`src/rtl/rv32_fxmadd_seq_if.sv`:
```
// Handshake and datapath bundle between issue logic, the fxmadd sequencer and the fxmadd unit.
// FXMADD_SEQ_ABORT_EN adds the abort request line.
interface rv32_fxmadd_seq_if #(
  parameter int unsigned MAX_LEN_W = 8
);
  logic                 cmd_valid;
  logic                 cmd_ready;
  logic [MAX_LEN_W-1:0] cmd_len;
  logic [2:0]           cmd_scale;
  logic [31:0]          cmd_init;

  logic                 op_valid;
  logic                 op_ready;
  logic [31:0]          op_a;
  logic [31:0]          op_b;

  logic                 cfg_valid;
  logic                 cfg_ready;
  logic [2:0]           cfg_slot;
  logic [4:0]           cfg_scale;

  logic [31:0]          fx_mul_op_1;
  logic [31:0]          fx_mul_op_2;
  logic [31:0]          fx_add_op;
  logic [2:0]           fx_selected_scale;
  logic                 fx_write_enable;
  logic [4:0]           fx_new_scale;
  logic [31:0]          fx_result;

  logic                 res_valid;
  logic                 res_ready;
  logic [31:0]          res_data;

  logic                 busy;
`ifdef FXMADD_SEQ_ABORT_EN
  logic                 abort;
`endif

  // Issue side together with the fxmadd unit model.
  modport master (
    output cmd_valid, cmd_len, cmd_scale, cmd_init,
    output op_valid, op_a, op_b,
    output cfg_valid, cfg_slot, cfg_scale,
    output res_ready, fx_result,
`ifdef FXMADD_SEQ_ABORT_EN
    output abort,
`endif
    input  cmd_ready, op_ready, cfg_ready,
    input  fx_mul_op_1, fx_mul_op_2, fx_add_op,
    input  fx_selected_scale, fx_write_enable, fx_new_scale,
    input  res_valid, res_data, busy
  );

  modport slave (
    input  cmd_valid, cmd_len, cmd_scale, cmd_init,
    input  op_valid, op_a, op_b,
    input  cfg_valid, cfg_slot, cfg_scale,
    input  res_ready, fx_result,
`ifdef FXMADD_SEQ_ABORT_EN
    input  abort,
`endif
    output cmd_ready, op_ready, cfg_ready,
    output fx_mul_op_1, fx_mul_op_2, fx_add_op,
    output fx_selected_scale, fx_write_enable, fx_new_scale,
    output res_valid, res_data, busy
  );
endinterface

```
`src/rtl/rv32_fxmadd_seq.sv`:
```
// Dot-product sequencer and scale-table write arbiter for the fixed-point multiply-add unit.
// Optional FXMADD_SEQ_ABORT_EN adds an abort input that cancels a running or finished command.
module rv32_fxmadd_seq #(
  parameter int unsigned MAX_LEN_W = 8
) (
  input logic              clk,
  input logic              rstn,
  rv32_fxmadd_seq_if.slave bus
);

  typedef enum logic [1:0] {
    IDLE,
    RUN,
    DONE
  } state_t;

  state_t               state, state_nxt;
  logic [31:0]          acc, acc_nxt;
  logic [MAX_LEN_W-1:0] cnt, cnt_nxt;
  logic [2:0]           scale, scale_nxt;
  logic                 abort_req;

  logic                 cmd_ready_c, op_ready_c, cfg_ready_c, res_valid_c;
  logic [31:0]          mul_op_1_c, mul_op_2_c, add_op_c;
  logic [2:0]           sel_scale_c;
  logic                 we_c;
  logic [4:0]           new_scale_c;

`ifdef FXMADD_SEQ_ABORT_EN
  assign abort_req = bus.abort;
`else
  assign abort_req = 1'b0;
`endif

  always_ff @(posedge clk or negedge rstn) begin
    if (!rstn) begin
      state <= IDLE;
      acc   <= '0;
      cnt   <= '0;
      scale <= '0;
    end else begin
      state <= state_nxt;
      acc   <= acc_nxt;
      cnt   <= cnt_nxt;
      scale <= scale_nxt;
    end
  end

  always_comb begin
    state_nxt   = state;
    acc_nxt     = acc;
    cnt_nxt     = cnt;
    scale_nxt   = scale;
    cmd_ready_c = 1'b0;
    op_ready_c  = 1'b0;
    cfg_ready_c = 1'b0;
    res_valid_c = 1'b0;
    mul_op_1_c  = '0;
    mul_op_2_c  = '0;
    add_op_c    = '0;
    sel_scale_c = '0;
    we_c        = 1'b0;
    new_scale_c = '0;

    unique case (state)
      IDLE: begin
        cfg_ready_c = 1'b1;
        // A pending config write blocks the command for this cycle, so the
        // command always sees the freshly written scale on the next one.
        cmd_ready_c = !bus.cfg_valid;
        if (bus.cfg_valid) begin
          we_c        = 1'b1;
          sel_scale_c = bus.cfg_slot;
          new_scale_c = bus.cfg_scale;
        end else if (bus.cmd_valid) begin
          acc_nxt   = bus.cmd_init;
          cnt_nxt   = bus.cmd_len;
          scale_nxt = bus.cmd_scale;
          state_nxt = (bus.cmd_len == '0) ? DONE : RUN;
        end
      end

      RUN: begin
        // Abort wins over an operand handshake by withholding op_ready.
        op_ready_c  = !abort_req;
        mul_op_1_c  = bus.op_a;
        mul_op_2_c  = bus.op_b;
        add_op_c    = acc;
        sel_scale_c = scale;
        if (abort_req) begin
          state_nxt = IDLE;
        end else if (bus.op_valid) begin
          acc_nxt = bus.fx_result;
          cnt_nxt = cnt - MAX_LEN_W'(1);
          if (cnt == MAX_LEN_W'(1)) begin
            state_nxt = DONE;
          end
        end
      end

      DONE: begin
        res_valid_c = !abort_req;
        if (abort_req || bus.res_ready) begin
          state_nxt = IDLE;
        end
      end

      default: state_nxt = IDLE;
    endcase
  end

  assign bus.cmd_ready         = cmd_ready_c;
  assign bus.op_ready          = op_ready_c;
  assign bus.cfg_ready         = cfg_ready_c;
  assign bus.res_valid         = res_valid_c;
  assign bus.res_data          = acc;
  assign bus.busy              = (state != IDLE);
  assign bus.fx_mul_op_1       = mul_op_1_c;
  assign bus.fx_mul_op_2       = mul_op_2_c;
  assign bus.fx_add_op         = add_op_c;
  assign bus.fx_selected_scale = sel_scale_c;
  assign bus.fx_write_enable   = we_c;
  assign bus.fx_new_scale      = new_scale_c;

endmodule

```
`src/flat_wrapper.sv`:
```
// flat-port wrapper written by rule: the top's interface ports become plain ports
module rv32_fxmadd_seq_flat 
#(
  parameter int unsigned MAX_LEN_W = 8
)
  (clk, rstn, bus_cmd_valid, bus_cmd_len, bus_cmd_scale, bus_cmd_init, bus_op_valid, bus_op_a, bus_op_b, bus_cfg_valid, bus_cfg_slot, bus_cfg_scale, bus_res_ready, bus_fx_result, bus_cmd_ready, bus_op_ready, bus_cfg_ready, bus_fx_mul_op_1, bus_fx_mul_op_2, bus_fx_add_op, bus_fx_selected_scale, bus_fx_write_enable, bus_fx_new_scale, bus_res_valid, bus_res_data, bus_busy);
  rv32_fxmadd_seq_if #(.MAX_LEN_W(MAX_LEN_W)) bus_i ();
  input logic clk;
  input logic rstn;
  input wire logic [$bits(bus_i.cmd_valid)-1:0] bus_cmd_valid;
  input wire logic [$bits(bus_i.cmd_len)-1:0] bus_cmd_len;
  input wire logic [$bits(bus_i.cmd_scale)-1:0] bus_cmd_scale;
  input wire logic [$bits(bus_i.cmd_init)-1:0] bus_cmd_init;
  input wire logic [$bits(bus_i.op_valid)-1:0] bus_op_valid;
  input wire logic [$bits(bus_i.op_a)-1:0] bus_op_a;
  input wire logic [$bits(bus_i.op_b)-1:0] bus_op_b;
  input wire logic [$bits(bus_i.cfg_valid)-1:0] bus_cfg_valid;
  input wire logic [$bits(bus_i.cfg_slot)-1:0] bus_cfg_slot;
  input wire logic [$bits(bus_i.cfg_scale)-1:0] bus_cfg_scale;
  input wire logic [$bits(bus_i.res_ready)-1:0] bus_res_ready;
  input wire logic [$bits(bus_i.fx_result)-1:0] bus_fx_result;
  output wire logic [$bits(bus_i.cmd_ready)-1:0] bus_cmd_ready;
  output wire logic [$bits(bus_i.op_ready)-1:0] bus_op_ready;
  output wire logic [$bits(bus_i.cfg_ready)-1:0] bus_cfg_ready;
  output wire logic [$bits(bus_i.fx_mul_op_1)-1:0] bus_fx_mul_op_1;
  output wire logic [$bits(bus_i.fx_mul_op_2)-1:0] bus_fx_mul_op_2;
  output wire logic [$bits(bus_i.fx_add_op)-1:0] bus_fx_add_op;
  output wire logic [$bits(bus_i.fx_selected_scale)-1:0] bus_fx_selected_scale;
  output wire logic [$bits(bus_i.fx_write_enable)-1:0] bus_fx_write_enable;
  output wire logic [$bits(bus_i.fx_new_scale)-1:0] bus_fx_new_scale;
  output wire logic [$bits(bus_i.res_valid)-1:0] bus_res_valid;
  output wire logic [$bits(bus_i.res_data)-1:0] bus_res_data;
  output wire logic [$bits(bus_i.busy)-1:0] bus_busy;
  assign bus_i.cmd_valid = bus_cmd_valid;
  assign bus_i.cmd_len = bus_cmd_len;
  assign bus_i.cmd_scale = bus_cmd_scale;
  assign bus_i.cmd_init = bus_cmd_init;
  assign bus_i.op_valid = bus_op_valid;
  assign bus_i.op_a = bus_op_a;
  assign bus_i.op_b = bus_op_b;
  assign bus_i.cfg_valid = bus_cfg_valid;
  assign bus_i.cfg_slot = bus_cfg_slot;
  assign bus_i.cfg_scale = bus_cfg_scale;
  assign bus_i.res_ready = bus_res_ready;
  assign bus_i.fx_result = bus_fx_result;
  assign bus_cmd_ready = bus_i.cmd_ready;
  assign bus_op_ready = bus_i.op_ready;
  assign bus_cfg_ready = bus_i.cfg_ready;
  assign bus_fx_mul_op_1 = bus_i.fx_mul_op_1;
  assign bus_fx_mul_op_2 = bus_i.fx_mul_op_2;
  assign bus_fx_add_op = bus_i.fx_add_op;
  assign bus_fx_selected_scale = bus_i.fx_selected_scale;
  assign bus_fx_write_enable = bus_i.fx_write_enable;
  assign bus_fx_new_scale = bus_i.fx_new_scale;
  assign bus_res_valid = bus_i.res_valid;
  assign bus_res_data = bus_i.res_data;
  assign bus_busy = bus_i.busy;
  rv32_fxmadd_seq #(.MAX_LEN_W(MAX_LEN_W)) u_core (.clk(clk), .rstn(rstn), .bus(bus_i));
endmodule
```
`config.mk`:
```
export PLATFORM = sky130hd
export DESIGN_NAME = rv32_fxmadd_seq_flat
export DESIGN_NICKNAME = d
export VERILOG_FILES = /design/src/rtl/rv32_fxmadd_seq_if.sv /design/src/rtl/rv32_fxmadd_seq.sv /design/src/flat_wrapper.sv
export SDC_FILE = /design/constraint.sdc
export NUM_CORES = 1
export LEC_CHECK = 0
export BUFFER_PORTS_ARGS = -buffer_cell sky130_fd_sc_hd__buf_2
export CAP_MARGIN = 5
export CELL_PAD_IN_SITES_DETAIL_PLACEMENT = 1
export CELL_PAD_IN_SITES_GLOBAL_PLACEMENT = 1
export CORE_AREA = 4 4 111 140
export DETAILED_ROUTE_END_ITERATION = 7
export DIE_AREA = 0 0 115 144
export PLACE_DENSITY_LB_ADDON = 0.1
export SYNTH_ARGS = -nofsm -noshare
export SYNTH_HDL_FRONTEND = slang
export SYNTH_SLANG_ARGS = --single-unit
export TNS_END_PERCENT = 1
```
`constraint.sdc`:
```
create_clock -name clk -period 1.4 [get_ports clk]
set_input_delay 0 -clock clk [delete_from_list [all_inputs] [get_ports clk]]
set_output_delay 0 -clock clk [all_outputs]
set_load 0.01 [all_outputs]
```
After elaboration in Yosys (flattened, before gate mapping) --
Index checks and enable logic that the tools add are counted.
Word-level totals: register bits after elaboration 45, bits of input ports 153, output and inout port bits 142
Cells by class: add/sub/neg operators 1, equal/unequal tests 8, muxes and demuxes 28, bitwise logic cells 1, reduce and logical (&&, ||, !) cells 8
Operator list (count):
- $mux W32 | 6
- $pmux W32 S2 | 1
- $mux W8 | 3
- $pmux W8 S2 | 1
- $mux W2 | 6
- $mux W5 | 2
- $eq A8 B1 Y1 const B | 1
- $logic_not A8 Y1 | 1
- $ne A2 B2 Y1 const B | 4
- $sub A8 B1 Y8 const B | 1
- $mux W1 | 6
- $pmux W2 S3 | 1
- $pmux W3 S2 | 1
- $reduce_and A5 Y1 | 1
- $reduce_and A4 Y1 | 1
- $reduce_bool A2 Y1 | 2
- $mux W3 | 1
- $reduce_and A3 Y1 | 1
- $eq A2 B1 Y1 const B | 1
- $eq A2 B2 Y1 const B | 1
- $logic_not A2 Y1 | 1
- $ne A2 B1 Y1 const B | 1
- $logic_not A1 Y1 | 1
- $not A1 Y1 | 1

Logic depth before layout (Yosys ltp) --
word-level depth 5, depth in mapped cells 6

Least setup slack after synthesis --
No wires, ideal clock.
kind register to register, from register u_core.state[1], to register u_core.scale[0], setup time 125 ps, arrival 1606 ps, data required time 1275 ps, setup slack -331 ps, stages on the path, launching flop included 5, path buffers 0, path through dfrtp_1 nor2_1 inv_1 nor3b_2 mux2_2
On the way: word-level cells in the longest chain between the ends 2
Ends and longest elaborated chain:
- start, declared | line rv32_fxmadd_seq.sv:17 | state_t state, state_nxt;
- start signal, assigned | line rv32_fxmadd_seq.sv:42 | state <= state_nxt;
- $logic_not A2 Y1 | line rv32_fxmadd_seq.sv:65 | unique case (state)
- $reduce_and A3 Y1 (no line)
- end signal, assigned | line rv32_fxmadd_seq.sv:45 | scale <= scale_nxt;
- end, declared | line rv32_fxmadd_seq.sv:20 | logic [2:0] scale, scale_nxt;
No other way between the ends. A chain may end at the register's enable or synchronous reset.

Final worst setup path --
from register u_core.state[0], to register u_core.acc[22], in the netlist u_core.bus.res_data[22]
On the way: word-level cells in the longest chain between the ends 3, elaborated cells on any way between the ends 8
Ends and longest elaborated chain:
- $eq A2 B1 Y1 / $logic_not A2 Y1 (equally long branches) | line rv32_fxmadd_seq.sv:65
- $ne A2 B2 Y1 (no line) / $reduce_bool A2 Y1 (equally long branches)
- $reduce_and A4 Y1 (no line)
- end signal, assigned | line rv32_fxmadd_seq.sv:43 | acc <= acc_nxt;
- end, declared | line rv32_fxmadd_seq.sv:18 | logic [31:0] acc, acc_nxt;
Parallel ways exist; a longest one is shown, timed or not.

==> flow_metrics.env <==
export IMPL_num_rows=49
export IMPL_track_usage_pct=18.9
export IMPL_clk_pin_slew_worst_paths_ns=0.07
export IMPL_h_tree_depth=2
export IMPL_drt_iter0_markers=108
export IMPL_hold_class="input port to flip-flop"
export IMPL_critPathCaptureType="flip-flop"
export IMPL_period_share_pct=114
export IMPL_worst_pin_slew_ns=0.395
export IMPL_clk_latency_ns=0.29
export IMPL_drcViolationCount=0
export IMPL_dieArea_um2=16600
export IMPL_synth_edf_count=0
export IMPL_p_leak_nw=3.11
export IMPL_synth_area_per_cell_um2=7.77
export IMPL_grt_max_degree=45
export IMPL_ys_warnings_count=0
export IMPL_ys_ff_latch=45
export IMPL_synthCells=379
export IMPL_synth_nets=534
export IMPL_arrival_ns=1.81
export IMPL_seqCellArea_um2=1130
export IMPL_timing_rr_start="u_core.state[0]$_DFFE_PN0P_"
export IMPL_syn_area_um2=2940
export IMPL_relSlewSlack_pct=73.7
export IMPL_ir_drop_v=0.000732
export IMPL_holdPathEnd="u_core.bus.res_data[7]$_DFFE_PN0P_"
export IMPL_finalHoldViolCount=0
export IMPL_grt_pass1_wl_um=24500
export IMPL_layout_min_cycle_time_ns=1.60
export IMPL_min_from="bus_fx_result[7]"
export IMPL_cp_start_kind="flip-flop"
export IMPL_ys_seq_area_share_pct=38.2
export IMPL_synth_top_cells_by_count="and2_1, nand2_1, dfrtp_1"
export IMPL_max_freq_mhz=626
export IMPL_outcome="finished, violations left"
export IMPL_clockBufferDepth=2
export IMPL_drive_gt1_share_pct=49.1
export IMPL_worst_endpoint_required_ns=1.61
export IMPL_grt_pass1_vias=4447
export IMPL_drt_first_pass_iters=4
export IMPL_pwr_density_cell_nw_per_um2=2010
export IMPL_wl_um=16500
export IMPL_wl_per_cell_um=17.6
export IMPL_finalSetupViolations=143
export IMPL_ys_flop_type="dfrtp_1"
export IMPL_path_max_fanout=8
export IMPL_cts_sinks=45
export IMPL_antenna_found_initial=6
export IMPL_cts_tree="yes"
export IMPL_yosysMostFrequentCell="and2_1"
export IMPL_nNetsFinal=912
export IMPL_synth_distinct_cells=35
export IMPL_portBuffers=294
export IMPL_total_power_mw=12.2
export IMPL_fp_dieH_um=144
export IMPL_num_fill_cells=1795
export IMPL_finClkSkew_ns=0.0101
export IMPL_drv_cap=0
export IMPL_placed_cells=855
export IMPL_ctsRootBufferMaster="clkbuf_16"
export IMPL_synthArstFlopShare_pct=100
export IMPL_finalSetupTns_ns=-19.61
export IMPL_hold_depth=3
export IMPL_ios=295
export IMPL_die_w_um=115
export IMPL_vias=4204
export IMPL_setup_ws_ns=-0.198
export IMPL_yosysTopAreaCell="dfrtp_1"
export IMPL_syn_to_final_growth_pct=105
export IMPL_r2r_slack_ns=-0.20
export IMPL_failed_checks="negative setup slack"
export IMPL_r2r_end="u_core.bus.res_data[22]$_DFFE_PN0P_"
export IMPL_slew_viol_final=0
export IMPL_gp_congestion=0.788
export IMPL_tritoncts_num_buffers=5
export IMPL_drtAntennaViolNets=0
export IMPL_grt_ovfl_total=0
export IMPL_grt_setup_unrepaired="true"
export IMPL_multi_input_area_um2=1750
export IMPL_vias_per_cell=4.48
export IMPL_initial_core_util_pct=20.7
export IMPL_worstRegToRegCells=6
export IMPL_stdcell_count=938
export IMPL_synth_area_leaders="dfrtp_1, and2_1, nand2_1"
export IMPL_synth_top_area_share_pct=38.2
export IMPL_hpwl_um=12400
export IMPL_core_area_um2=14200
export IMPL_path_class="flip-flop to flip-flop"
worst max-delay path: stages (launching register included):
cell and delay [ns]:
dfrtp_2 0.42, or3b_4 0.41, a21oi_4 0.18, buf_12 0.16, buf_4 0.16, nor2_1 0.05, a31oi_1 0.14
cell usage in the layout, fill, tap and decap left out, types with 2 or more instances in the layout:
| master | count |
|---|---|
| clkbuf_16 | 6 |
| o2bb2ai_1 | 2 |
| and3_1 | 6 |
| ha_1 | 2 |
| a21oi_1 | 8 |
| nand2_1 | 69 |
| dfrtp_1 | 44 |
| nand2b_1 | 2 |
| nor4_2 | 2 |
| nor2_1 | 38 |
| a31oi_1 | 32 |
| or4_1 | 2 |
| a22oi_1 | 2 |
| dlygate4sd3_1 | 69 |
| a22o_1 | 3 |
| diode_2 | 2 |
| buf_4 | 23 |
| o21ai_0 | 9 |
| mux2_2 | 3 |
| nor3_1 | 2 |
| buf_6 | 19 |
| buf_16 | 3 |
| buf_2 | 276 |
| nor2_2 | 5 |
| and2_1 | 83 |
| inv_1 | 4 |
| and2_4 | 14 |
| buf_12 | 7 |
cell families (layout without fill, tap and decap cells):
family,after synthesis,in the layout,synth area share [%]
and+or+nand+nor,228,228,39.2
adders and majority gates,2,2,0.850
other,0,2,0
AOI/OAI and AO/OA,66,66,14.6
DFF,45,45,38.2
buffers and inverters,34,413,5.61
muxes,4,4,1.49
stage by stage:
stage	util [%]	cell area [um2]	hold WS (ns)	worst slack, ns
2_1_floorplan	-	2960	-0.296	-0.130
3_3_place_gp	34.1	4850	-0.0473	-0.139
3_5_place_dp	34.1	4850	-0.0499	-0.224
4_1_cts	41.6	5910	0.0000194	-0.206
5_1_grt	42.5	6040	0.0153	-0.290
6_report	42.5	6040	0.000196	-0.198
routing by layer:
| metal | global-route usage, % | up-vias | part of all wire (%) |
|---|---|---|---|
| met4 | 4.39 | 8 | 1.4 |
| li1 | - | 2013 | - |
| met5 | 0 | - | 0.31 |
| met1 | 19.9 | 1998 | 36 |
| met2 | 36.4 | 165 | 53 |
| met3 | 5.78 | 20 | 9.1 |
repair_timing:
item | 4_1_cts | 5_1_grt
hold buffers | 69 | 0
endpoints found under the setup margin | 146 | 150
resized for setup | 31 | 25
setup buffers | 1 | 0
pin swaps | 12 | 7
cloned | 2 | 1
endpoints found under the hold margin | 71 | 0
registers in the layout, summed over array words and instances (netlist names):
signal / cells
u_core.cnt: 8
u_core.scale: 3
u_core.bus.res_data: 32
u_core.state: 2
cell type report:
cell class	instances	area share (%)
Antenna cell	2	0.0828
Clock buffer	6	2.13
Clock inverter	2	0.642
Inverter	6	0.580
Multi-Input combinational cell	300	28.9
Sequential cell	45	18.7
Tap cell	178	3.69
Timing Repair Buffer	399	45.3
worst max path at each step:
stage	end	slack [ns]	cells after the start	from
6_report	u_core.bus.res_data[22]$_DFFE_PN0P_	-0.20	6	u_core.state[0]$_DFFE_PN0P_
5_1_grt	u_core.bus.res_data[27]$_DFFE_PN0P_	-0.29	6	u_core.state[0]$_DFFE_PN0P_
4_1_cts	u_core.bus.res_data[7]$_DFFE_PN0P_	-0.21	6	u_core.state[0]$_DFFE_PN0P_
3_5_place_dp	u_core.state[1]$_DFFE_PN0P_	-0.22	4	u_core.cnt[5]$_DFFE_PN0P_
3_3_place_gp	u_core.state[1]$_DFFE_PN0P_	-0.14	4	u_core.cnt[4]$_DFFE_PN0P_
2_1_floorplan	u_core.bus.res_data[0]$_DFFE_PN0P_	-0.13	5	u_core.state[0]$_DFFE_PN0P_
report_power, final:
part           internal (mW)  total [mW]  switching (mW)
combinational           4.08        8.29            4.21
sequential              1.95        2.48           0.530
clock                  0.848        1.38           0.532
Power figures use the tool's default switching activity.
